--- config.mk ---
export PLATFORM = sky130hd
export DESIGN_NAME = exec_ctrl
export DESIGN_NICKNAME = d
export VERILOG_FILES = /design/src/rtl/exec_ctrl.sv
export SDC_FILE = /design/constraint.sdc
export NUM_CORES = 1
export LEC_CHECK = 0
export CORE_MARGIN = 2
export CORE_UTILIZATION = 58
export CTS_CLUSTER_DIAMETER = 30
export DETAILED_ROUTE_END_ITERATION = 12
export PLACE_DENSITY = 0.84
export RECOVER_POWER = 25
export SYNTH_ARGS = -nofsm -noshare
export SYNTH_HDL_FRONTEND = slang
export SYNTH_SLANG_ARGS = --single-unit
export TNS_END_PERCENT = 20
--- constraint.sdc ---
create_clock -name clk -period 5.3 [get_ports clk]
set_input_delay 0.53 -clock clk [delete_from_list [all_inputs] [get_ports clk]]
set_output_delay 0.53 -clock clk [all_outputs]
set_load 0.03 [all_outputs]
--- src/rtl/exec_ctrl.sv ---
// Execute/writeback controller for the 4x32 register file: one instruction at a time,
// ALU in EXEC, write-back pulse in WB. Define EXEC_MUL_EN to build the iterative multiplier.
module exec_ctrl #(
  parameter int unsigned WORD_SIZE  = 32,
  parameter int unsigned MUL_CYCLES = 32
) (
  input  logic                 clk,
  input  logic                 rst,
  input  logic                 ins_valid,
  output logic                 ins_ready,
  input  logic [2:0]           ins_op,
  input  logic [1:0]           ins_rd,
  input  logic [1:0]           ins_rs1,
  input  logic [1:0]           ins_rs2,
  output logic [1:0]           addr1,
  output logic [1:0]           addr2,
  input  logic [WORD_SIZE-1:0] data1,
  input  logic [WORD_SIZE-1:0] data2,
  output logic [1:0]           addr3,
  output logic [WORD_SIZE-1:0] data3,
  output logic                 wr,
  output logic                 done,
  output logic                 busy,
  output logic                 flag_z,
  output logic                 flag_c,
  output logic                 flag_v,
  output logic                 illegal
);

  localparam logic [2:0] OpAdd = 3'b000;
  localparam logic [2:0] OpSub = 3'b001;
  localparam logic [2:0] OpAnd = 3'b010;
  localparam logic [2:0] OpOr  = 3'b011;
  localparam logic [2:0] OpXor = 3'b100;
  localparam logic [2:0] OpSlt = 3'b101;
  localparam logic [2:0] OpSll = 3'b110;
  localparam logic [2:0] OpMul = 3'b111;

  localparam int unsigned ShW = $clog2(WORD_SIZE);

`ifdef EXEC_MUL_EN
  typedef enum logic [1:0] {StIdle = 2'd0, StExec = 2'd1, StWb = 2'd2, StMul = 2'd3} state_e;
  localparam int unsigned CntW = (MUL_CYCLES > 1) ? $clog2(MUL_CYCLES) : 1;
  localparam logic [CntW-1:0] CntLast = CntW'(MUL_CYCLES - 1);
`else
  typedef enum logic [1:0] {StIdle = 2'd0, StExec = 2'd1, StWb = 2'd2} state_e;
`endif

  state_e               state_q, state_d;
  logic [2:0]           op_q;
  logic [1:0]           rd_q, rs1_q, rs2_q;
  logic [WORD_SIZE-1:0] result_q;
  logic                 z_q, c_q, v_q;

  logic [WORD_SIZE-1:0] alu_res;
  logic                 alu_c, alu_v, alu_z;
  logic [WORD_SIZE:0]   sum;
  logic [WORD_SIZE-1:0] diff;

`ifdef EXEC_MUL_EN
  logic [WORD_SIZE-1:0] mcand_q, mplr_q, acc_q, acc_next;
  logic [CntW-1:0]      cnt_q;

  assign acc_next = acc_q + (mplr_q[0] ? mcand_q : '0);
`endif

  assign addr1  = rs1_q;
  assign addr2  = rs2_q;
  assign addr3  = rd_q;
  assign data3  = result_q;
  assign flag_z = z_q;
  assign flag_c = c_q;
  assign flag_v = v_q;

  // ALU works directly on the asynchronous read data during EXEC.
  always_comb begin
    sum     = {1'b0, data1} + {1'b0, data2};
    diff    = data1 - data2;
    alu_res = '0;
    alu_c   = 1'b0;
    alu_v   = 1'b0;
    case (op_q)
      OpAdd: begin
        alu_res = sum[WORD_SIZE-1:0];
        alu_c   = sum[WORD_SIZE];
        alu_v   = (data1[WORD_SIZE-1] == data2[WORD_SIZE-1]) &&
                  (sum[WORD_SIZE-1] != data1[WORD_SIZE-1]);
      end
      OpSub: begin
        alu_res = diff;
        alu_c   = data1 < data2;
        alu_v   = (data1[WORD_SIZE-1] != data2[WORD_SIZE-1]) &&
                  (diff[WORD_SIZE-1] != data1[WORD_SIZE-1]);
      end
      OpAnd:   alu_res = data1 & data2;
      OpOr:    alu_res = data1 | data2;
      OpXor:   alu_res = data1 ^ data2;
      OpSlt:   alu_res = {{(WORD_SIZE-1){1'b0}}, $signed(data1) < $signed(data2)};
      OpSll:   alu_res = data1 << data2[ShW-1:0];
      default: alu_res = '0;
    endcase
    alu_z = (alu_res == '0);
  end

  always_comb begin
    state_d   = state_q;
    ins_ready = 1'b0;
    wr        = 1'b0;
    done      = 1'b0;
    illegal   = 1'b0;
    busy      = (state_q != StIdle);
    case (state_q)
      StIdle: begin
        // A request coinciding with reset is never accepted.
        ins_ready = !rst;
        if (ins_valid && !rst) state_d = StExec;
      end
      StExec: begin
        if (op_q == OpMul) begin
`ifdef EXEC_MUL_EN
          state_d = StMul;
`else
          illegal = 1'b1;
          done    = 1'b1;
          state_d = StIdle;
`endif
        end else begin
          state_d = StWb;
        end
      end
`ifdef EXEC_MUL_EN
      StMul: begin
        if (cnt_q == CntLast) state_d = StWb;
      end
`endif
      StWb: begin
        wr      = 1'b1;
        done    = 1'b1;
        state_d = StIdle;
      end
      default: state_d = StIdle;
    endcase
  end

  always_ff @(posedge clk) begin
    if (rst) begin
      state_q  <= StIdle;
      op_q     <= '0;
      rd_q     <= '0;
      rs1_q    <= '0;
      rs2_q    <= '0;
      result_q <= '0;
      z_q      <= 1'b0;
      c_q      <= 1'b0;
      v_q      <= 1'b0;
`ifdef EXEC_MUL_EN
      mcand_q  <= '0;
      mplr_q   <= '0;
      acc_q    <= '0;
      cnt_q    <= '0;
`endif
    end else begin
      state_q <= state_d;
      if (state_q == StIdle && ins_valid) begin
        op_q  <= ins_op;
        rd_q  <= ins_rd;
        rs1_q <= ins_rs1;
        rs2_q <= ins_rs2;
      end
      if (state_q == StExec && op_q != OpMul) begin
        result_q <= alu_res;
        z_q      <= alu_z;
        c_q      <= alu_c;
        v_q      <= alu_v;
      end
`ifdef EXEC_MUL_EN
      if (state_q == StExec && op_q == OpMul) begin
        mcand_q <= data1;
        mplr_q  <= data2;
        acc_q   <= '0;
        cnt_q   <= '0;
      end
      if (state_q == StMul) begin
        acc_q   <= acc_next;
        mcand_q <= mcand_q << 1;
        mplr_q  <= mplr_q >> 1;
        cnt_q   <= cnt_q + 1'b1;
        if (cnt_q == CntLast) begin
          result_q <= acc_next;
          z_q      <= (acc_next == '0);
          c_q      <= 1'b0;
          v_q      <= 1'b0;
        end
      end
`endif
    end
  end

endmodule

* Word level (Yosys, flattened, before mapping) *
Index checks and enable logic that the tools add are counted.

cells by class
  div/mod/pow operators = 0
  multipliers = 0
  eq/ne operators = 15
  shifts and indexed selects = 1
  mux-type cells = 11
  magnitude comparators = 2
  bitwise gates (word level) = 3
  reduce and logical (&&, ||, !) cells = 10
  $add $sub $neg = 2

operators with widths
  kind                  number
  $pmux W32 S7          1
  $lt A32 B32 Y1        2
  $add A32 B32 Y33      1
  $and A32 B32 Y32      1
  $logic_not A32 Y1     1
  $or A32 B32 Y32       1
  $shl A32 B5 Y32       1
  $sub A32 B32 Y32      1
  $xor A32 B32 Y32      1
  $eq A3 B3 Y1 const B  4
  $eq A3 B2 Y1 const B  2
  $pmux W1 S2           3
  $logic_and A1 B1 Y1   5
  $mux W1               4
  $mux W2               2
  $pmux W2 S2           1
  $eq A3 B1 Y1 const B  1
  $logic_not A3 Y1      1
  $ne A1 B1 Y1          3
  $ne A3 B3 Y1 const B  1
  $eq A2 B1 Y1 const B  1
  $eq A2 B2 Y1 const B  1
  $logic_not A2 Y1      1
  $ne A2 B2 Y1 const B  1
  3 further kinds       3

storage, ports and cells
  memory bits (read-only) = 0
  register bits = 46
  latch bits = 0
  input port bits = 76
  RAM bits = 0
  word-level logic and storage cells = 53
  memories = 0

* Longest topological paths before layout *
  depth in word-level cells = 4
  depth in mapped cells = 18
  mapped depth without buffers = 15

* Worst setup path after synthesis *
OpenSTA, ideal clock, no wires.

  kind = input to register
  from = input port data2[2]
  to = register z_q, in the netlist flag_z
  data arrival time = 4109 ps
  cell stages on the path = 18
  setup time = 59 ps
  setup slack = 1131 ps
  path through = buf_2 > clkinv_1 > buf_2 > buf_1 > ha_1 > buf_2 > o21ba_1 > or4_4 > nand2_1 > a211oi_1 > o31a_1 > a31o_1 > a311oi_2 > inv_1 > nor3_1 > nand4_1 > nor4_1 > a41o_1

between the ends
  longest elaborated chain between the ends = 3
  elaborated cells on any way between the ends = 9
  those cells by class = add/sub: 2; order compare: 1; shift: 1; mux: 1; bitwise: 3; reduce/logical: 1

ends and longest elaborated chain
  what                                      line  RTL
  start: declaration                        18    input logic [WORD_SIZE-1:0] data2,
  $sub A32 B32 Y32 (tied with other cells)  78    diff = data1 - data2;
  $pmux W32 S7 (*)                          82    case (op_q)
  $logic_not A32 Y1 (*)                     102   alu_z = (alu_res == '0);
  end signal: assignment                    172   z_q <= alu_z;
  end: declaration                          53    logic z_q, c_q, v_q;

Mark *: on every way between the ends. The rest lies on a longest branch, timed or not.
A chain may end at the register's enable or synchronous reset.

* Worst setup path after layout *
  from = input port data1[1]
  to = register result_q[31], in the netlist data3[31]

between the ends
  longest elaborated chain between the ends = 2
  elaborated cells on any way between the ends = 4
  those cells by class = add/sub: 2; shift: 1; mux: 1

ends and longest elaborated chain
  what                                      line  RTL
  start: declaration                        17    input logic [WORD_SIZE-1:0] data1,
  $sub A32 B32 Y32 (tied with other cells)  78
  $pmux W32 S7 (*)                          82
  end signal: assignment                    171   result_q <= alu_res;
  end: declaration                          52    logic [WORD_SIZE-1:0] result_q;

Marks and branches as above.

==> metrics.md <==
| Metric | Value |
|---|---|
| Vias in the first global route | approximately 9800 |
| Yosys warning count | 0 |
| RSZ-0062 raised after global routing | no |
| Initial antenna violation count | 0 |
| Final Setup Violations | 0 |
| PD cells | just under 200 nW/um^2 |
| Worst skew pair latency | approximately 290 ps |
| Status | finished with violations |
| Antenna fix cells | 0 |
| Top sig layer | met4 |
| Setup TNS | 0 ps |
| Cell Area, Synth | a little under 9000 sq um |
| IO Count | 122 |
| Setup CP Type | primary input to register |
| Global-route wire length before repair | between 50000 and 60000 um |
| Inserted Clock Buffers | 5 |
| Largest net degree at the start of global routing | 62 |
| Failing checks | max-capacitance violations, max-slew violations |
| Setup WS pre-CTS | ~500 ps |
| Worst EP arrival | around 4800 ps |
| Final Instance Count excl. Fillers | ~1500 |
| # DRC | 0 |
| Most frequent cell after synthesis | nor2_1 |
| Area grow syn2layout | 16.17% |
| PortBufs | about 120 |
| Wl on met1 | 13720 um |
| Vias | 10492 |
| Hold-fix buffers, CTS | 0 |
| Dpl cell area | 10000 sq um |
| CP Data Required Time | 5370 ps |
| Post-Syn Nets | 1425 |
| Core area | 14640 sq um |
| DR vias/cell | approximately 7.0 |
| Starting density of the core | 59.75% |
| WL met2 | approximately 15000 um |
| Post-synth ARST share | 0% |
| Slew @ Worst Pin | approximately 2000 ps |
| Worst Path Max Fanout | 7 |
| Fin crit share | 88.60% |
| Synth Register Bits | 46 |
| Antenna-violating nets left | 0 |
| Post-synth top area cell | ha_1 |
| Final WL | 34950 um |
| Commonest cells in the netlist | nor2_1, a21oi_1, ha_1 |
| Share of the synthesized area in the top cell type | between 15 and 20% |
| DRT iter0 DRCs | 1687 |
| Slew Viols, Final | between 40 and 50 |
| Die area | about 16000 sq um |
| Gr usage total | a little over two fifths |
| Most used DFF post-synth | dfxtp_1 |
| Post-synthesis mux area share | around 8.8% |
| DR pass1 iterations | 8 |
| Gpl congestion | about 1.1 |
| Main combinational cell family by area after synthesis | compound AO/OA/AOI/OAI gates |
| WL per Instance | between 20 and 25 um |
| Clock Sinks | 46 |
| Setup bufs post-CTS | 0 |
| Clk buf depth | 2 |
| Final min period | ~4700 ps |
| Slew margin rel. | -32.29% |
| CP Capture Type | register |
| Xor-xnor portion of the synthesized cell area | between 1 and 1.5% |
| Row count | 44 |
| Die Ht | 126.8 um |
| Fill cells | between 1000 and 1500 |
| Fmax | 213.0 MHz |
| Synth Area in Simple Gates | 20.99% |
| Final Net Count | ~1500 |
| Clock transition at path regs | 60 ps |
| Adder-Cell Fraction of Synth Area | around 15% |
| CTS resizes | 0 |
| Hold Violations, Final | 0 |
| TritonCTS clock tree | done |
| Post-Synthesis Cells | roughly 1200 |
| Max rail drop VDD | ~0.18 mV |
| Synth area leaders | ha_1, dfxtp_1, a21oi_1 |
| Dpl cells | 1485 |
| Hold crit path type | register to register |
| Die X-Extent | around 130 um |
| H-tree levels | 2 |
| Share of layout cells above drive strength 1 | 7.716% |
| Setup crit start kind | primary input |
| Met3 wire length | 4735 um |
| Maxcap violations | 1 |
| Grt total ovfl | 0 |
| Lkg Pwr | 4.238 nW |
| Number of flops mapped to enable cells by yosys | 0 |
| Final Skew | ~5.7 ps |
| Setup ws final | between 600 and 700 ps |
| Syn Area/Cell | just over 7 sq um |
| Post-synthesis compound-gate area fraction | between 30% and 40% |
| Fin area | slightly above 10000 sq um |
| Sequential share of the synthesized area | between 10% and 20% |
| Distinct cell type count after synthesis | 93 |
| DP Wirelength | 27440 um |
| Clk root buf | clkbuf_16 |
-- through the flow --
stage | total power, mW | utilization (%) | hold WS [ps]
2_1_floorplan | 1.188 | - | 469.0
3_3_place_gp | 1.595 | 68.31 | 441.1
6_report | 1.997 | 69.41 | 453.6
3_5_place_dp | 1.606 | 68.31 | 448.2
4_1_cts | 1.953 | 69.44 | 456.3
5_1_grt | 2.085 | 69.41 | 486.3
-- cell type report --
class                           count  area (sq um)  share of cell area [%]
Multi-Input combinational cell   1004          7064                   69.50
Clock inverter                      3         40.04                  0.3939
Sequential cell                    46         922.1                   9.072
Timing Repair Buffer              147          1393                   13.70
Clock buffer                        5         125.1                   1.231
Tap cell                          184         230.2                   2.265
Inverter                          104         390.4                   3.840
-- registers in the layout, summed over array words and instances (netlist names) --
name	flops
flag_z	1
addr1	2
flag_v	1
data3	32
addr3	2
addr2	2
flag_c	1
state_q	2
op_q	3
-- routing by layer --
layer / vias up / GRT usage [%]
li1: 4714 / -
met1: 4787 / 54.84
met2: 827 / 66.57
met3: 164 / 11.43
met4: 0 / 15.06
met5: - / 0
-- worst max-delay path, cell delays in order --
cell	delay [ps]
clkdlybuf4s50_1	630
inv_1	160
ha_1	350
o21ba_2	240
or4_4	460
a211oi_2	370
o211ai_1	220
a21oi_1	410
o21ai_1	250
o41ai_2	420
nor2_1	100
nor3_1	140
a21oi_1	70
nor3_1	280
a211oi_1	130
-- power by group --
group | total, mW | switching (mW) | internal, mW
clock network | 0.347 | 0.126 | 0.220
registers | 0.410 | 0.0290 | 0.381
logic | 1.24 | 0.789 | 0.452
total | 2.00 | 0.944 | 1.05
-- layout by cell type (no fill, tap or decap), drive strengths merged, types with 11 or more instances in the layout --
master | synthesis | routed
nand4 | 14 | 14
a211oi | 43 | 43
mux2 | 14 | 14
dlygate4sd3 | 0 | 14
a22oi | 27 | 27
nor3 | 40 | 40
ha | 105 | 105
mux2i | 25 | 25
nor2b | 14 | 14
o211ai | 20 | 20
nand3 | 27 | 27
nand2 | 96 | 96
nor4 | 12 | 12
o22ai | 26 | 26
clkdlybuf4s50 | 0 | 105
inv | 102 | 102
mux4 | 16 | 16
o221ai | 16 | 16
o21ai | 72 | 72
dfxtp | 46 | 46
buf | 36 | 27
a21oi | 116 | 116
xnor2 | 11 | 11
nor2 | 144 | 144
o21bai | 15 | 15
-- kinds of logic (layout without fill, tap and decap cells) --
kind of cell    count (synthesis)  count (layout)
mux                            55              55
buf+inv                       192             259
flops                          46              46
compound gates                435             435
xor+xnor                       14              14
fa+ha+maj                     107             107
simple gates                  393             393
-- final timing paths --
check / startpoint / end / slack [ps] / cells after the start
min reg2reg: addr3[0] / addr3[0] / 450 / 2
max reg2reg: op_q[2] / flag_z / 1200 / 13
max: data1[1] / data3[31] / 600 / 15
min: addr3[0] / addr3[0] / 450 / 2
(Power assumes the default switching activity.)
